### config.mk
export PLATFORM = sky130hd
export DESIGN_NAME = reset_sequencer_flat
export DESIGN_NICKNAME = d
export VERILOG_FILES = /design/src/rtl/reset_sequencer_if.sv /design/src/rtl/reset_sequencer.sv /design/src/flat_wrapper.sv
export SDC_FILE = /design/constraint.sdc
export NUM_CORES = 1
export LEC_CHECK = 0
export CORE_MARGIN = 1.5
export CORE_UTILIZATION = 30
export CTS_BUF_LIST = sky130_fd_sc_hd__clkbuf_4 sky130_fd_sc_hd__clkbuf_8
export DETAILED_ROUTE_END_ITERATION = 8
export SLEW_MARGIN = 20
export SYNTH_ARGS = -nofsm -noshare
export SYNTH_HDL_FRONTEND = slang
export SYNTH_SLANG_ARGS = --single-unit
### constraint.sdc
create_clock -name clk -period 2.1 [get_ports clk]
set_input_delay 0.525 -clock clk [delete_from_list [all_inputs] [get_ports clk]]
set_output_delay 0.525 -clock clk [all_outputs]
set_load 0.01 [all_outputs]
### src/rtl/reset_sequencer_if.sv
// Reset-sequencer bundle: per-domain ready inputs, software restart request,
// and the sequenced reset/status outputs. The sequencer itself uses the
// master modport; the reset-domain side uses the slave modport.
interface reset_sequencer_if #(
    parameter int NumDomains = 4
);
    localparam int CurW = (NumDomains > 1) ? $clog2(NumDomains) : 1;

    logic [NumDomains-1:0] domain_ready;
    logic                  sw_rst_req;
    logic [NumDomains-1:0] domain_rst;
    logic [CurW-1:0]       cur_domain;
    logic                  all_released;
    logic                  timeout_err;

    modport master (
        input  domain_ready,
        input  sw_rst_req,
        output domain_rst,
        output cur_domain,
        output all_released,
        output timeout_err
    );

    modport slave (
        output domain_ready,
        output sw_rst_req,
        input  domain_rst,
        input  cur_domain,
        input  all_released,
        input  timeout_err
    );
endinterface

### src/rtl/reset_sequencer.sv
// Ordered reset-release controller. Domains are released one at a time,
// lowest index first, with GapCycles between a domain's ready and the next
// release. Each released domain must report ready within TimeoutCycles or
// it is put back into reset and a sticky timeout flag is raised. A one-cycle
// sw_rst_req replays the whole sequence from the beginning.
module reset_sequencer #(
    parameter int NumDomains    = 4,
    parameter int GapCycles     = 16,
    parameter int TimeoutCycles = 1024
) (
    input  logic                 clk,
    input  logic                 rst,
    reset_sequencer_if.master    bus
);

    localparam int CurW   = (NumDomains > 1) ? $clog2(NumDomains) : 1;
    localparam int MaxCyc = (GapCycles > TimeoutCycles) ? GapCycles : TimeoutCycles;
    localparam int CntW   = $clog2(MaxCyc + 1);

    localparam logic [CntW-1:0] GapLast  = CntW'(GapCycles - 1);
    localparam logic [CntW-1:0] ToutLast = CntW'(TimeoutCycles - 1);
    localparam logic [CurW-1:0] LastIdx  = CurW'(NumDomains - 1);

    typedef enum logic [1:0] {
        ST_GAP,
        ST_WAIT,
        ST_DONE,
        ST_FAULT
    } state_t;

    state_t                r_state;
    state_t                w_state_nxt;
    logic [CntW-1:0]       r_gap_cnt;
    logic [CntW-1:0]       w_gap_cnt_nxt;
    logic [CntW-1:0]       r_tout_cnt;
    logic [CntW-1:0]       w_tout_cnt_nxt;
    logic [CurW-1:0]       r_cur;
    logic [CurW-1:0]       w_cur_nxt;
    logic [NumDomains-1:0] r_domain_rst;
    logic [NumDomains-1:0] w_domain_rst_nxt;
    logic                  r_all_released;
    logic                  w_all_released_nxt;
    logic                  r_timeout_err;
    logic                  w_timeout_err_nxt;

    logic                  w_ready_cur;
    logic                  w_gap_end;
    logic                  w_tout_end;
    logic                  w_last_dom;

    // Only the domain currently being sequenced is observed.
    assign w_ready_cur = bus.domain_ready[r_cur];
    assign w_gap_end   = (r_gap_cnt == GapLast);
    assign w_tout_end  = (r_tout_cnt == ToutLast);
    assign w_last_dom  = (r_cur == LastIdx);

    // State, counters and registered outputs; async reset restores the start of the sequence.
    always_ff @(posedge clk or posedge rst) begin
        if (rst) begin
            r_state        <= ST_GAP;
            r_gap_cnt      <= '0;
            r_tout_cnt     <= '0;
            r_cur          <= '0;
            r_domain_rst   <= '1;
            r_all_released <= 1'b0;
            r_timeout_err  <= 1'b0;
        end else begin
            r_state        <= w_state_nxt;
            r_gap_cnt      <= w_gap_cnt_nxt;
            r_tout_cnt     <= w_tout_cnt_nxt;
            r_cur          <= w_cur_nxt;
            r_domain_rst   <= w_domain_rst_nxt;
            r_all_released <= w_all_released_nxt;
            r_timeout_err  <= w_timeout_err_nxt;
        end
    end

    // Next state, counters and domain index; a software restart overrides everything.
    always_comb begin
        w_state_nxt    = r_state;
        w_gap_cnt_nxt  = r_gap_cnt;
        w_tout_cnt_nxt = r_tout_cnt;
        w_cur_nxt      = r_cur;

        if (bus.sw_rst_req) begin
            w_state_nxt    = ST_GAP;
            w_gap_cnt_nxt  = '0;
            w_tout_cnt_nxt = '0;
            w_cur_nxt      = '0;
        end else begin
            case (r_state)
                ST_GAP: begin
                    if (w_gap_end) begin
                        w_state_nxt    = ST_WAIT;
                        w_gap_cnt_nxt  = '0;
                        w_tout_cnt_nxt = '0;
                    end else begin
                        w_gap_cnt_nxt = r_gap_cnt + 1'b1;
                    end
                end
                ST_WAIT: begin
                    if (w_ready_cur) begin
                        if (w_last_dom) begin
                            w_state_nxt = ST_DONE;
                        end else begin
                            w_state_nxt   = ST_GAP;
                            w_gap_cnt_nxt = '0;
                            w_cur_nxt     = r_cur + 1'b1;
                        end
                    end else if (w_tout_end) begin
                        w_state_nxt = ST_FAULT;
                    end else begin
                        w_tout_cnt_nxt = r_tout_cnt + 1'b1;
                    end
                end
                ST_DONE:  w_state_nxt = ST_DONE;
                ST_FAULT: w_state_nxt = ST_FAULT;
                default:  w_state_nxt = ST_GAP;
            endcase
        end
    end

    // Next values of the registered outputs, decoded from the same transitions.
    always_comb begin
        w_domain_rst_nxt   = r_domain_rst;
        w_all_released_nxt = r_all_released;
        w_timeout_err_nxt  = r_timeout_err;

        if (bus.sw_rst_req) begin
            w_domain_rst_nxt   = '1;
            w_all_released_nxt = 1'b0;
            w_timeout_err_nxt  = 1'b0;
        end else begin
            case (r_state)
                ST_GAP: begin
                    if (w_gap_end) begin
                        w_domain_rst_nxt[r_cur] = 1'b0;
                    end
                end
                ST_WAIT: begin
                    if (w_ready_cur) begin
                        if (w_last_dom) begin
                            w_all_released_nxt = 1'b1;
                        end
                    end else if (w_tout_end) begin
                        // Only the stuck domain goes back into reset; earlier ones stay released.
                        w_domain_rst_nxt[r_cur] = 1'b1;
                        w_timeout_err_nxt       = 1'b1;
                    end
                end
                ST_DONE: begin
                    w_domain_rst_nxt = '0;
                end
                default: begin
                    w_domain_rst_nxt = r_domain_rst;
                end
            endcase
        end
    end

    assign bus.domain_rst   = r_domain_rst;
    assign bus.cur_domain   = r_cur;
    assign bus.all_released = r_all_released;
    assign bus.timeout_err  = r_timeout_err;

    // Structural invariants of the sequence.
    a_done_released : assert property (@(posedge clk) disable iff (rst)
        r_all_released |-> (r_domain_rst == '0));
    a_done_no_err : assert property (@(posedge clk) disable iff (rst)
        r_timeout_err |-> !r_all_released);
    a_fault_flag : assert property (@(posedge clk) disable iff (rst)
        (r_state == ST_FAULT) |-> r_timeout_err);

endmodule

### src/flat_wrapper.sv
// flat-port wrapper written by rule: the top's interface ports become plain ports
module reset_sequencer_flat 
#(
    parameter int NumDomains    = 4,
    parameter int GapCycles     = 16,
    parameter int TimeoutCycles = 1024
)
  (clk, rst, bus_domain_ready, bus_sw_rst_req, bus_domain_rst, bus_cur_domain, bus_all_released, bus_timeout_err);
  reset_sequencer_if #(.NumDomains(NumDomains)) bus_i ();
  input  logic clk;
  input  logic rst;
  input wire logic [$bits(bus_i.domain_ready)-1:0] bus_domain_ready;
  input wire logic [$bits(bus_i.sw_rst_req)-1:0] bus_sw_rst_req;
  output wire logic [$bits(bus_i.domain_rst)-1:0] bus_domain_rst;
  output wire logic [$bits(bus_i.cur_domain)-1:0] bus_cur_domain;
  output wire logic [$bits(bus_i.all_released)-1:0] bus_all_released;
  output wire logic [$bits(bus_i.timeout_err)-1:0] bus_timeout_err;
  assign bus_i.domain_ready = bus_domain_ready;
  assign bus_i.sw_rst_req = bus_sw_rst_req;
  assign bus_domain_rst = bus_i.domain_rst;
  assign bus_cur_domain = bus_i.cur_domain;
  assign bus_all_released = bus_i.all_released;
  assign bus_timeout_err = bus_i.timeout_err;
  reset_sequencer #(.NumDomains(NumDomains), .GapCycles(GapCycles), .TimeoutCycles(TimeoutCycles)) u_core (.clk(clk), .rst(rst), .bus(bus_i));
endmodule
==> flow_summary.yaml <==
synthesis:
  synthesis.area_sq_um: 2074
  synth_seq_cells: 32
  synth-edff-count: 0
  synth_nets: 239
  synth_area_per_cell_sq_um: 9.345
  ys_types: 54
  yosysWarningCount: 0
  ys_async_sr_fraction_pct: 100.0
  ys_seq_area_share_pct: 38.84
  synth_cells: 222
  ys.flop_type: "dfrtp_1"
setup_path:
  cp.arrival_ns: 2.26
  worstSetupPathType: "input pin to flip-flop"
  crit_path_max_fanout: 5
  worstReg2RegEnd: "u_core.r_gap_cnt[2]"
  r2r_cells: 5
  worstPathRequired_ns: 2.32
  rr_startpoint: "u_core.r_gap_cnt[4]"
  worstSetupStartpointType: "input pin"
  worst_path_largest_cell_delay_ns: 0.53
  slowest_stage: "mux4_2"
  rrSetupSlack_ns: 0.08
  crit_path_end_kind: "flip-flop"
  path_cells: "clkdlybuf4s50_1 > mux4_2 > buf_6 > o41ai_2 > a41oi_1 > o21ai_1"
global_routing:
  grt_util_all_layers_pct: 15.55
  antenna_found_initial: 0
  grt_pass1_wl_mm: 9.156
  grt_max_degree: 33
  grt_overflow_total: 0
  grt_pass1_vias: 1932
route:
  ant_nets: 0
  routed_via_density: 5.518
  postRouteWirelength_mm: 5.309
  drc_errors: 0
  firstDrtPassIters: 4
  drt_iter0_markers: 136
  drt-wirelength-per-cell_um: 14.95
  route.vias.total: 1959
worst_hold_path:
  hold_end: "u_core.bus.timeout_err"
  hold_class: "flip-flop to flip-flop"
  min_path_cells: 2
  min_from: "u_core.bus.timeout_err"
cells_and_area:
  syn_to_final_growth_pct: 31.12
  final_layout_size_suffix_gt1_share_pct: 24.36
  nNetsFinal: 291
  stdcell_count: 355
  n_antenna_cell: 0
place:
  post-dp-hpwl_mm: 3.810
  gp_congestion: 0.8213
  dp_slack_ns: -0.2741
  port_buffers: 14
  dp_cells: 345
clock_tree:
  htreeDepth: 2
  cts_buffers: 5
  cts_tree: "yes"
  cts.sinks: 32
  path_clk_slew_ns: 0.08
  cts-hold-fix-buffers: 0
  clkLatencyLatePin_ns: 0.29
  cts-root-buf: "clkbuf_8"
  clockBufferDepth: 2
job:
  drv_cap: 0
power_and_ir_drop:
  seqPwrFrac_pct: 39.5
  powerDensity_nw_per_um2: 664.2
  p_clk_share_pct: 29.1
  leakagePower_uw: 0.001228
  p_comb_share_pct: 31.5
  ir_drop_mv: 0.2828
  intPower_uw: 1262
  switching_share_pct: 30.18
  p_sw_uw: 545.3
floorplan:
  start_util_pct: 30.70
  rows: 30
  io_pins: 15
  coreArea_sq_um: 6756
  die_h_um: 86.16
  dieWidth_um: 86.16
  die_area_sq_um: 7423
timing:
  whs_ns: 0.5112
  maxSlewViolCount: 0
  rsz0062_at_grt: "true"
  layout_worst_path_cycle_share_pct: 96.99
  finalClockSkew_ns: 0.01265
  fmax_ghz: 0.4910
  hold_viol_final: 0
  slew_headroom_pct: 71.21
  tns_ns: 0
  period_minus_slack_ns: 2.037
  setup_viol: 0
  layout_setup_ws_ns: 0.06331
  tightest_slew_ns: 0.4319
outcome:
  outcome: "completed"
[logic make-up after synthesis]
group	Yosys count	share of synthesized area (%)
DFF	32	38.84
AOI/OAI and AO/OA	75	26.90
and+or+nand+nor	73	19.24
buffers and inverters	25	5.067
muxes	6	3.498
xor gates and xnor gates	1	0.4223
adders and majority gates	10	6.031
[Yosys cell counts, types with 3 or more instances]
library cell | instances | area (sq um)
nor2_1 | 11 | 41.29
nand3_1 | 12 | 60.06
nand2b_1 | 6 | 37.54
a31oi_1 | 10 | 62.56
a211oi_1 | 5 | 37.54
or3_1 | 3 | 18.77
a21oi_1 | 10 | 50.05
o21ai_0 | 9 | 45.04
inv_1 | 16 | 60.06
a41oi_1 | 3 | 26.28
o31ai_1 | 4 | 30.03
a22o_1 | 6 | 52.55
dfrtp_1 | 28 | 700.7
a211o_1 | 3 | 26.28
mux2i_1 | 5 | 50.05
and3_1 | 5 | 31.28
nand2_1 | 12 | 45.04
ha_1 | 10 | 125.1
and2_1 | 3 | 18.77
nor3_1 | 5 | 25.02
o22ai_1 | 3 | 18.77
a21o_1 | 4 | 30.03
clkbuf_1 | 7 | 26.28
dfstp_2 | 4 | 105.1
[layer usage]
metal | track usage (%) | wire length (um) | vias to the layer above
met5 | 0 | 0 | -
li1 | - | - | 953
met3 | 2.984 | 115 | 5
met2 | 24.19 | 2541 | 26
met1 | 21.56 | 2595 | 975
met4 | 5.425 | 57 | 0
[worst max-delay path: cells and delay by family]
kind,cells,cell delay (ns)
AOI/OAI and AO/OA,3,0.66
buffers and inverters,2,0.54
muxes,1,0.53
[worst max path at each step]
| stage | from | to | slack [ns] |
|---|---|---|---|
| after floorplan | bus_domain_ready[3] | u_core.r_tout_cnt[10] | 0.06 |
| after global placement | bus_domain_ready[3] | u_core.bus.domain_rst[2] | -0.22 |
| after detailed placement | bus_domain_ready[3] | u_core.bus.domain_rst[3] | -0.27 |
| after CTS | bus_domain_ready[3] | u_core.bus.domain_rst[3] | 0.03 |
| after global routing | bus_domain_ready[0] | u_core.r_gap_cnt[8] | -0.02 |
| final | bus_domain_ready[0] | u_core.bus.domain_rst[3] | 0.06 |
[repair_timing]
action	CTS	global route
gates resized for setup	0	12
setup endpoints to repair	0	12
buffers inserted	0	1
[sequential cells by signal, summed over array words and instances (netlist names)]
name,flops
u_core.bus.cur_domain,2
u_core.bus.timeout_err,1
u_core.r_gap_cnt,11
u_core.bus.domain_rst,4
u_core.bus.all_released,1
u_core.r_state,2
u_core.r_tout_cnt,11
[power by group through the flow]
stage / combinational (uW) / sequential (uW) / clock [uW]
after detailed placement: 544 / 725 / 0
after global placement: 535 / 724 / 0
after global routing: 631 / 720 / 579
after floorplan: 296 / 735 / 0
final: 568 / 713 / 525
after CTS: 547 / 713 / 546
[layout make-up]
cell class / instances / area (sq um)
fillers: 669 / 4036
multi-input cells: 166 / 1212
flip-flops and latches: 32 / 805.8
repair buffers: 53 / 444.2
well taps: 80 / 100.1
clock buffers: 8 / 97.59
inverters: 16 / 60.06
[cell usage in the layout (no fill, tap or decap), types with 3 or more instances in the layout]
| master | netlist | routed |
|---|---|---|
| nor3_1 | 5 | 4 |
| a21o_1 | 4 | 4 |
| a22o_1 | 6 | 6 |
| o31ai_1 | 4 | 4 |
| nor2_1 | 11 | 11 |
| a31oi_1 | 10 | 10 |
| and2_1 | 3 | 4 |
| o22ai_1 | 3 | 3 |
| a211o_1 | 3 | 3 |
| nand3_1 | 12 | 12 |
| buf_4 | 1 | 38 |
| clkbuf_8 | 0 | 6 |
| dfrtp_1 | 28 | 28 |
| dfstp_2 | 4 | 4 |
| dlymetal6s2s_1 | 0 | 3 |
| nand2_1 | 12 | 12 |
| nand2b_1 | 6 | 6 |
| mux2i_1 | 5 | 5 |
| ha_1 | 10 | 9 |
| and3_1 | 5 | 5 |
| or3_1 | 3 | 3 |
| a211oi_1 | 5 | 5 |
| o21ai_0 | 9 | 9 |
| a21oi_1 | 10 | 9 |
| inv_1 | 16 | 16 |
| clkdlybuf4s50_1 | 0 | 11 |
[metrics by stage]
stage	instance area, sq um	total power, uW	utilization [%]
floorplan	2074	1030	-
global placement	2555	1260	37.81
detailed placement	2555	1269	37.81
CTS	2653	1807	39.26
global route	2720	1930	40.26
finish	2720	1807	40.26
(Power assumes the default switching activity.)
